[config.mk]
export PLATFORM = sky130hd
export DESIGN_NAME = mem_arbiter
export DESIGN_NICKNAME = d
export VERILOG_FILES = /design/src/rtl/mem_arbiter.sv
export SDC_FILE = /design/constraint.sdc
export NUM_CORES = 1
export LEC_CHECK = 0
export BUFFER_PORTS_ARGS = -buffer_cell sky130_fd_sc_hd__buf_2
export CAP_MARGIN = 20
export CORE_AREA = 2 2 125 127
export CTS_CLUSTER_DIAMETER = 150
export DETAILED_ROUTE_END_ITERATION = 8
export DIE_AREA = 0 0 127 129
export MAX_ROUTING_LAYER = met4
export PLACE_DENSITY = 0.73
export SYNTH_ARGS = -nofsm -noshare
export SYNTH_HDL_FRONTEND = slang
export SYNTH_SLANG_ARGS = --single-unit
[constraint.sdc]
create_clock -name clk -period 2.26 [get_ports clk]
set_input_delay 0.226 -clock clk [delete_from_list [all_inputs] [get_ports clk]]
set_output_delay 0.226 -clock clk [all_outputs]
set_load 0.01 [all_outputs]
[src/rtl/mem_arbiter.sv]
// Two-master memory arbiter: instruction fetch and load/store share one
// memory port with at most one transaction in flight and bounded fetch starvation.
module mem_arbiter #(
    parameter int ADDR_W       = 32,
    parameter int DATA_W       = 32,
    parameter int STARVE_LIMIT = 4
) (
    input  logic                clk,
    input  logic                rst,
    input  logic                if_req,
    input  logic [ADDR_W-1:0]   if_addr,
    output logic                if_gnt,
    output logic                if_rvalid,
    output logic [DATA_W-1:0]   if_rdata,
    input  logic                ls_req,
    input  logic                ls_we,
    input  logic [DATA_W/8-1:0] ls_be,
    input  logic [ADDR_W-1:0]   ls_addr,
    input  logic [DATA_W-1:0]   ls_wdata,
    output logic                ls_gnt,
    output logic                ls_rvalid,
    output logic [DATA_W-1:0]   ls_rdata,
    output logic                mem_req,
    output logic                mem_we,
    output logic [DATA_W/8-1:0] mem_be,
    output logic [ADDR_W-1:0]   mem_addr,
    output logic [DATA_W-1:0]   mem_wdata,
    input  logic                mem_gnt,
    input  logic                mem_rvalid,
    input  logic [DATA_W-1:0]   mem_rdata
);

    localparam int BE_W     = DATA_W / 8;
    localparam int STREAK_W = (STARVE_LIMIT < 1) ? 1 : $clog2(STARVE_LIMIT + 1);

    typedef enum logic [1:0] {
        IDLE = 2'd0,
        REQ  = 2'd1,
        RESP = 2'd2
    } state_t;

    state_t                state_r;
    logic                  owner_ls_r;
    logic                  store_r;
    logic [STREAK_W-1:0]   streak_r;
    logic [DATA_W-1:0]     if_rdata_r;
    logic [DATA_W-1:0]     ls_rdata_r;

    logic                  starve_s;
    logic                  if_sel_s;
    logic                  ls_sel_s;
    logic                  deliver_s;

    // Owner selection, response detection and the pass-through response outputs
    always_comb begin
        if_sel_s  = 1'b0;
        ls_sel_s  = 1'b0;
        deliver_s = 1'b0;
        starve_s  = (streak_r == STREAK_W'(STARVE_LIMIT));

        if (!rst && (state_r == IDLE)) begin
            if (if_req && (starve_s || !ls_req)) begin
                if_sel_s = 1'b1;
            end else if (ls_req) begin
                ls_sel_s = 1'b1;
            end else begin
                if_sel_s = 1'b0;
                ls_sel_s = 1'b0;
            end
        end else begin
            if_sel_s = 1'b0;
            ls_sel_s = 1'b0;
        end

        // A response accepted in REQ only counts when the request is granted alongside it
        if (!rst && mem_rvalid) begin
            case (state_r)
                RESP:    deliver_s = 1'b1;
                REQ:     deliver_s = mem_gnt;
                default: deliver_s = 1'b0;
            endcase
        end else begin
            deliver_s = 1'b0;
        end

        if_gnt    = if_sel_s;
        ls_gnt    = ls_sel_s;
        if_rvalid = deliver_s & ~owner_ls_r;
        ls_rvalid = deliver_s & owner_ls_r;

        if (deliver_s && !owner_ls_r) begin
            if_rdata = mem_rdata;
        end else begin
            if_rdata = if_rdata_r;
        end

        if (deliver_s && owner_ls_r) begin
            if (store_r) begin
                ls_rdata = {DATA_W{1'b0}};
            end else begin
                ls_rdata = mem_rdata;
            end
        end else begin
            ls_rdata = ls_rdata_r;
        end
    end

    // Transaction FSM, registered memory request, starvation streak and held read data
    always_ff @(posedge clk) begin
        if (rst) begin
            state_r    <= IDLE;
            owner_ls_r <= 1'b0;
            store_r    <= 1'b0;
            streak_r   <= {STREAK_W{1'b0}};
            if_rdata_r <= {DATA_W{1'b0}};
            ls_rdata_r <= {DATA_W{1'b0}};
            mem_req    <= 1'b0;
            mem_we     <= 1'b0;
            mem_be     <= {BE_W{1'b0}};
            mem_addr   <= {ADDR_W{1'b0}};
            mem_wdata  <= {DATA_W{1'b0}};
        end else begin
            case (state_r)
                IDLE: begin
                    if (if_sel_s) begin
                        mem_req    <= 1'b1;
                        mem_we     <= 1'b0;
                        mem_be     <= {BE_W{1'b1}};
                        mem_addr   <= if_addr;
                        mem_wdata  <= {DATA_W{1'b0}};
                        owner_ls_r <= 1'b0;
                        store_r    <= 1'b0;
                        state_r    <= REQ;
                    end else if (ls_sel_s) begin
                        mem_req    <= 1'b1;
                        mem_we     <= ls_we;
                        mem_be     <= ls_we ? ls_be : {BE_W{1'b1}};
                        mem_addr   <= ls_addr;
                        mem_wdata  <= ls_wdata;
                        owner_ls_r <= 1'b1;
                        store_r    <= ls_we;
                        state_r    <= REQ;
                    end else begin
                        state_r <= IDLE;
                    end
                end
                REQ: begin
                    if (mem_gnt) begin
                        mem_req <= 1'b0;
                        state_r <= deliver_s ? IDLE : RESP;
                    end else begin
                        state_r <= REQ;
                    end
                end
                RESP: begin
                    state_r <= deliver_s ? IDLE : RESP;
                end
                default: begin
                    mem_req <= 1'b0;
                    state_r <= IDLE;
                end
            endcase

            if (!if_req || if_sel_s) begin
                streak_r <= {STREAK_W{1'b0}};
            end else if (ls_sel_s && !starve_s) begin
                streak_r <= streak_r + STREAK_W'(1);
            end

            if (deliver_s && !owner_ls_r) begin
                if_rdata_r <= mem_rdata;
            end
            if (deliver_s && owner_ls_r) begin
                ls_rdata_r <= store_r ? {DATA_W{1'b0}} : mem_rdata;
            end
        end
    end

endmodule

==> results.cfg, run 1 <==
[route]
drc_errors = 0
num_vias = 7022
drtAntennaViolNets = 0
routed_wl_um = 21430
first_iter_violations = 519
drt-pass1-iter-count = 5
wl_per_cell_um = 17.45
viasPerCell = 5.718

[synth]
synth_cell_type_count = 47
netlist_area_um2 = 6685
syn_avg_cell_area_um2 = 8.682
synthFlopType = dfxtp_1
synth_edf_count = 0
ys_ff_latch = 140
synthCells = 770
ys_seq_area_share_pct = 41.92
async_reset_ff_share_pct = 0
ys_warn_count = 0
synth_nets = 915

[timing]
fin_worst_skew_ns = 0.009882
finalSetupViolCount = 36
tightestPinTransition_ns = 0.8479
setup_ws_ns = -0.08909
finalHoldViolCount = 0
min_period_ns = 2.349
fin_tns_setup_ns = -1.061
period_share_pct = 103.9
slew_viol_final = 0
relSlewSlack_pct = 43.47
rsz0062_at_grt = yes
fmax_mhz = 425.7

[pwr]
p_sw_mw = 1.721
p_seq_share_pct = 40.9
pwr_density_cell_nw_per_um2 = 699.9
internal-power_mw = 4.689
combPwrFrac_pct = 13.8
power_frac_clock_pct = 45.2
power_leakage_nw = 3.933
irDropWorstVdd_mv = 0.4969
sw_frac_of_total_pct = 26.85

[global_routing]
antenna_found_initial = 1
track_usage_pct = 25.92
grt_max_degree = 74
grt_pass1_wl_um = 33350
overflow = 0
grt_pass1_vias = 6527

[clocking]
cts.sinks = 140
clk_pin_slew_ns = 0.06
clockBufferDepth = 2
h-tree-depth = 4
cts-root-buf = clkbuf_16
cts_tree = done
cts_made_buffers = 17
hold_buffers = 0
clk_latency_ns = 0.43

[floorplanning]
io_pins = 277
core_area_um2 = 14980
die_width_um = 127
fp.dieArea_um2 = 16380
dieHeight_um = 129
start_util_pct = 44.64
rows = 45

[flow_run]
cap_violations = 0

[layout]
fin_nets = 1171
area_delta_synth_final_pct = 37.00
fin_area_um2 = 9159
layout_common_cells = 262 x buf_2, 138 x dfxtp_1, 88 x o21ai_0, 71 x a21oi_1, 62 x inv_1
drive_gt1_share_pct = 39.08
fillers = 1334
fin_util_pct = 61.15
final_common_cell = buf_2

[min_path]
min_path_type = in2reg
holdPathEnd = mem_wdata[30]
whs_path_depth = 3
min_from = ls_wdata[30]

[worst_setup_path]
worstPathArrival_ns = 2.12
r2r_cells = 9
crit_path_end_kind = primary output
r2r-start = state_r[1]
r2r_setup_slack_ns = 0.48
cp_max_fo = 4
critPathKind = reg2out
rr_endpoint = if_rdata_r[19]
critPathLaunch = state_r[1]
required_ns = 2.03
worstSetupStartpointType = register

[place]
dp_slack_ns = 0.1310
gp_congestion = 0.8065
dpl.hpwl_um = 13730
place_area_um2 = 8094
port_buffers = 276

[run_status]
violations = negative setup slack
status = finished with violations
power groups by stage:
stage	logic, mW	clock network (mW)	registers, mW
after detailed placement	0.833	0	2.67
final	0.888	2.90	2.62
after CTS	0.866	2.94	2.62
after global placement	0.828	0	2.67
after floorplan	0.436	0	2.72
after global routing	0.967	3.06	2.63
cell families after synthesis:
logic type      after synthesis  synth area share (%)
simple gates                154                 14.24
mux                          13                 2.807
flops                       140                 41.92
compound gates              305                 28.99
fa+ha+maj                     6                 1.123
buf+inv                     152                 10.91
synth_stat cells (all sizes together), types with 2 or more instances:
cell type | count | area [um2]
nand2b | 2 | 12.51
o31ai | 51 | 382.9
nand3 | 55 | 275.3
and4b | 2 | 20.02
a21oi | 71 | 355.3
o41ai | 5 | 43.79
ha | 6 | 75.07
dfxtp | 140 | 2803
inv | 66 | 250.2
buf | 45 | 325.3
mux2 | 13 | 187.7
nand3b | 2 | 15.01
o311ai | 13 | 113.9
nor2 | 8 | 40.04
nand2 | 19 | 86.33
o221a | 4 | 45.04
nand4b | 27 | 236.5
a311oi | 33 | 289.0
nand4 | 32 | 200.2
clkbuf | 41 | 153.9
o21ai | 122 | 648.1
worst max-delay path, stage by stage, from the launching register on:
cell,delay (ns)
dfxtp_2,0.34
inv_2,0.06
ha_4,0.26
nor4bb_4,0.21
buf_4,0.19
nand2_8,0.09
buf_6,0.14
mux2_4,0.30
buf_6,0.12
timing repair:
| action | 4_1_cts | 5_1_grt |
|---|---|---|
| setup buffers | 9 | 5 |
| resized for setup | 43 | 22 |
| endpoints found under the setup margin | 65 | 65 |
| cloned | 3 | 2 |
| pin swaps | 4 | 3 |
flip-flops by register name (all words and copies together), names as in the netlist, 2 cells and up:
| register | count |
|---|---|
| if_rdata_r | 32 |
| mem_wdata | 32 |
| state_r | 2 |
| streak_r | 3 |
| ls_rdata_r | 32 |
| mem_addr | 32 |
| mem_be | 4 |
metrics by stage:
stage,std cells,power (mW),hold WS [ns]
finish,1228,6.410,0.03514
global route,1228,6.661,0.03282
CTS,1220,6.428,0.02341
detailed placement,1176,3.506,0.4460
global placement,1176,3.499,0.4462
floorplan,770,3.153,0.3620
cell type report:
class | count | area, um2 | area share (%)
clock buffer | 17 | 425.4 | 4.645
inverter | 66 | 265.3 | 2.896
sequential | 140 | 2805 | 30.63
timing repair buffer | 321 | 1971 | 21.52
multi-input combinational | 478 | 3242 | 35.40
clock inverter | 15 | 187.7 | 2.049
timing repair inverter | 2 | 25.02 | 0.2732
tap | 188 | 235.2 | 2.568
antenna | 1 | 2.502 | 0.02732
worst max-delay path by stage:
stage                              end  cells past startpoint  slack, ns
final                     if_rdata[22]                      8      -0.09
after global routing      if_rdata[12]                      9      -0.16
after global placement    if_rdata[12]                      8       0.19
after CTS                 if_rdata[21]                      8      -0.06
after detailed placement  if_rdata[12]                      8       0.13
after floorplan           if_rdata[12]                      9       0.36
per-layer routing:
layer / track usage (%) / wire length [um] / up-vias
li1: - / - / 3398
met1: 33.58 / 9128 / 3265
met2: 39.75 / 10230 / 325
met3: 6.279 / 1691 / 34
met4: 8.985 / 378 / 0
met5: - / 0 / -
Power figures use the tool's default switching activity.
==> run 2: changes to the inputs <==
PLACE_DENSITY = not set   (was 0.73)
PLACE_DENSITY_LB_ADDON = 0.12   (was not set)
SKIP_LAST_GASP = 1   (was not set)
==> run 2 against run 1 <==
- the flow still finishes with violations (negative setup slack)
- largest cell class unchanged
- wire length is 0.31% higher
- critical path depth stayed put
- register-to-register slack worse by 0.05 ns
- hold slack better by 0.015 ns
- flip-flop and latch count stayed put
- non-clock buffer count is 9 higher
- critical path type unchanged
- sequential share of layout area is 0.26 points higher
==> results.cfg, run 2 (synthesized netlist as in run 1, its figures left out) <==
[run_status]
status = finished with violations
violations = negative setup slack

[layout]
fin_area_um2 = 9082
drive_gt1_share_pct = 38.73
area_delta_synth_final_pct = 35.86
layout_common_cells = 270 x buf_2, 138 x dfxtp_1, 79 x o21ai_0, 71 x a21oi_1, 62 x inv_1
fin_nets = 1178
final_common_cell = buf_2
multi_input_area_um2 = 3192
fillers = 1367
final_cells = 1232
seqCellArea_um2 = 2805

[timing]
fin_hold_ws_ns = 0.05052
rsz0062_at_grt = yes
fin_tns_setup_ns = -1.841
finalHoldViolCount = 0
fin_worst_skew_ns = 0.004696
min_period_ns = 2.345
finalSetupViolCount = 47
slew_viol_final = 0
fmax_mhz = 426.4
period_share_pct = 103.8
tightestPinTransition_ns = 0.9114
relSlewSlack_pct = 39.10
setup_ws_ns = -0.08539

[floorplanning]
core_area_um2 = 14980
dieHeight_um = 129
fp.dieArea_um2 = 16380
start_util_pct = 44.64
die_width_um = 127
rows = 45
io_pins = 277

[worst_setup_path]
r2r_setup_slack_ns = 0.43
worstPathArrival_ns = 2.12
crit_end = ls_rdata[6]
critPathBufInv = 4
max_stage_delay_ns = 0.34
crit_path_end_kind = primary output
cp_max_fo = 6
worstSetupStartpointType = register
r2r-start = state_r[1]
rr_endpoint = if_rdata_r[24]
cp.depth = 8
required_ns = 2.03
critical_path.top_delay_family = buffers and inverters
critPathKind = reg2out
r2r_cells = 8
critPathLaunch = state_r[1]
path_cells = inv_2 -> ha_4 -> and4b_2 -> nand2_4 -> inv_6 -> buf_8 -> mux2_4 -> buf_6
slowest_stage = dfxtp_2

[pwr]
combPwrFrac_pct = 14.5
sw_frac_of_total_pct = 26.01
p_seq_share_pct = 43.0
power_leakage_nw = 3.954
pwr_density_cell_nw_per_um2 = 671.3
internal-power_mw = 4.511
power_frac_clock_pct = 42.5
fin_total_pwr_mw = 6.097
p_sw_mw = 1.586
irDropWorstVdd_mv = 0.4957

[route]
wl_per_cell_um = 17.45
num_vias = 6985
routed_wl_um = 21500
drc_errors = 0
drtAntennaViolNets = 0
first_iter_violations = 470
drt-pass1-iter-count = 5
viasPerCell = 5.670

[global_routing]
grt_pass1_vias = 6195
grt_max_degree = 54
antenna_found_initial = 1
grt_pass1_wl_um = 31480
overflow = 0
track_usage_pct = 24.50

[clocking]
clockBufferDepth = 2
hold_buffers = 0
clk_pin_slew_ns = 0.06
cts_made_buffers = 17
cts_tree = done
cts-root-buf = clkbuf_16
cts.sinks = 140
clk_latency_ns = 0.41
h-tree-depth = 4

[place]
dp.cells = 1179
place_area_um2 = 8129
gp_congestion = 0.8190
dpl.hpwl_um = 13670
port_buffers = 276

[flow_run]
cap_violations = 0

[min_path]
min_path_type = in2reg
==> run 2: area by class of cell <==
| class | instances | area share [%] |
|---|---|---|
| diodes | 1 | 0.02755 |
| clock buffers | 21 | 5.180 |
| clock inverters | 8 | 0.7715 |
| inverters | 66 | 2.865 |
| multi-input cells | 478 | 35.14 |
| flip-flops and latches | 140 | 30.89 |
| well taps | 188 | 2.590 |
| repair buffers | 330 | 22.54 |
==> run 2: repair_timing <==
action                                  CTS  global route
gates cloned                              1             6
gates resized for setup                  20            29
pin swaps                                 2            17
endpoints found under the setup margin   66            64
endpoints found under the hold margin     0             0
setup buffers                             4            12
==> run 2: power by group through the flow <==
stage | logic, mW | clock network [mW] | registers (mW)
after floorplan | 0.436 | 0 | 2.72
after global placement | 0.840 | 0 | 2.67
after detailed placement | 0.841 | 0 | 2.67
after CTS | 0.853 | 2.64 | 2.62
after global routing | 0.965 | 2.75 | 2.63
final | 0.885 | 2.59 | 2.62
==> run 2: worst min-delay path by stage <==
| stage | startpoint | endpoint | slack [ns] | cells after the start |
|---|---|---|---|---|
| after detailed placement | mem_wdata[24] | mem_wdata[24] | 0.45 | 2 |
| after CTS | ls_wdata[24] | mem_wdata[24] | 0.03 | 3 |
| after floorplan | ls_wdata[18] | mem_wdata[18] | 0.36 | 2 |
| after global routing | ls_wdata[19] | mem_wdata[19] | 0.06 | 3 |
| after global placement | mem_wdata[24] | mem_wdata[24] | 0.44 | 2 |
| final | ls_wdata[24] | mem_wdata[24] | 0.05 | 3 |
==> run 2: tightest hold or removal path: stages <==
cell and delay [ns]:
buf_2 0.09, nand2_1 0.05, a21oi_1 0.05
==> run 2: per-stage QoR <==
step	setup slack (ns)	util, %
final	-0.08539	60.64
after global routing	-0.1489	60.64
after CTS	-0.06984	58.80
after detailed placement	0.1787	54.28
after global placement	0.2441	54.28
after floorplan	0.3640	-
==> run 2: layer usage <==
metal,GRT usage [%],vias to the layer above,routed length (um)
li1,-,3398,-
met1,31.73,3255,9481
met2,38.05,300,10120
met4,8.856,0,452
met5,-,-,0
met3,5.114,32,1444
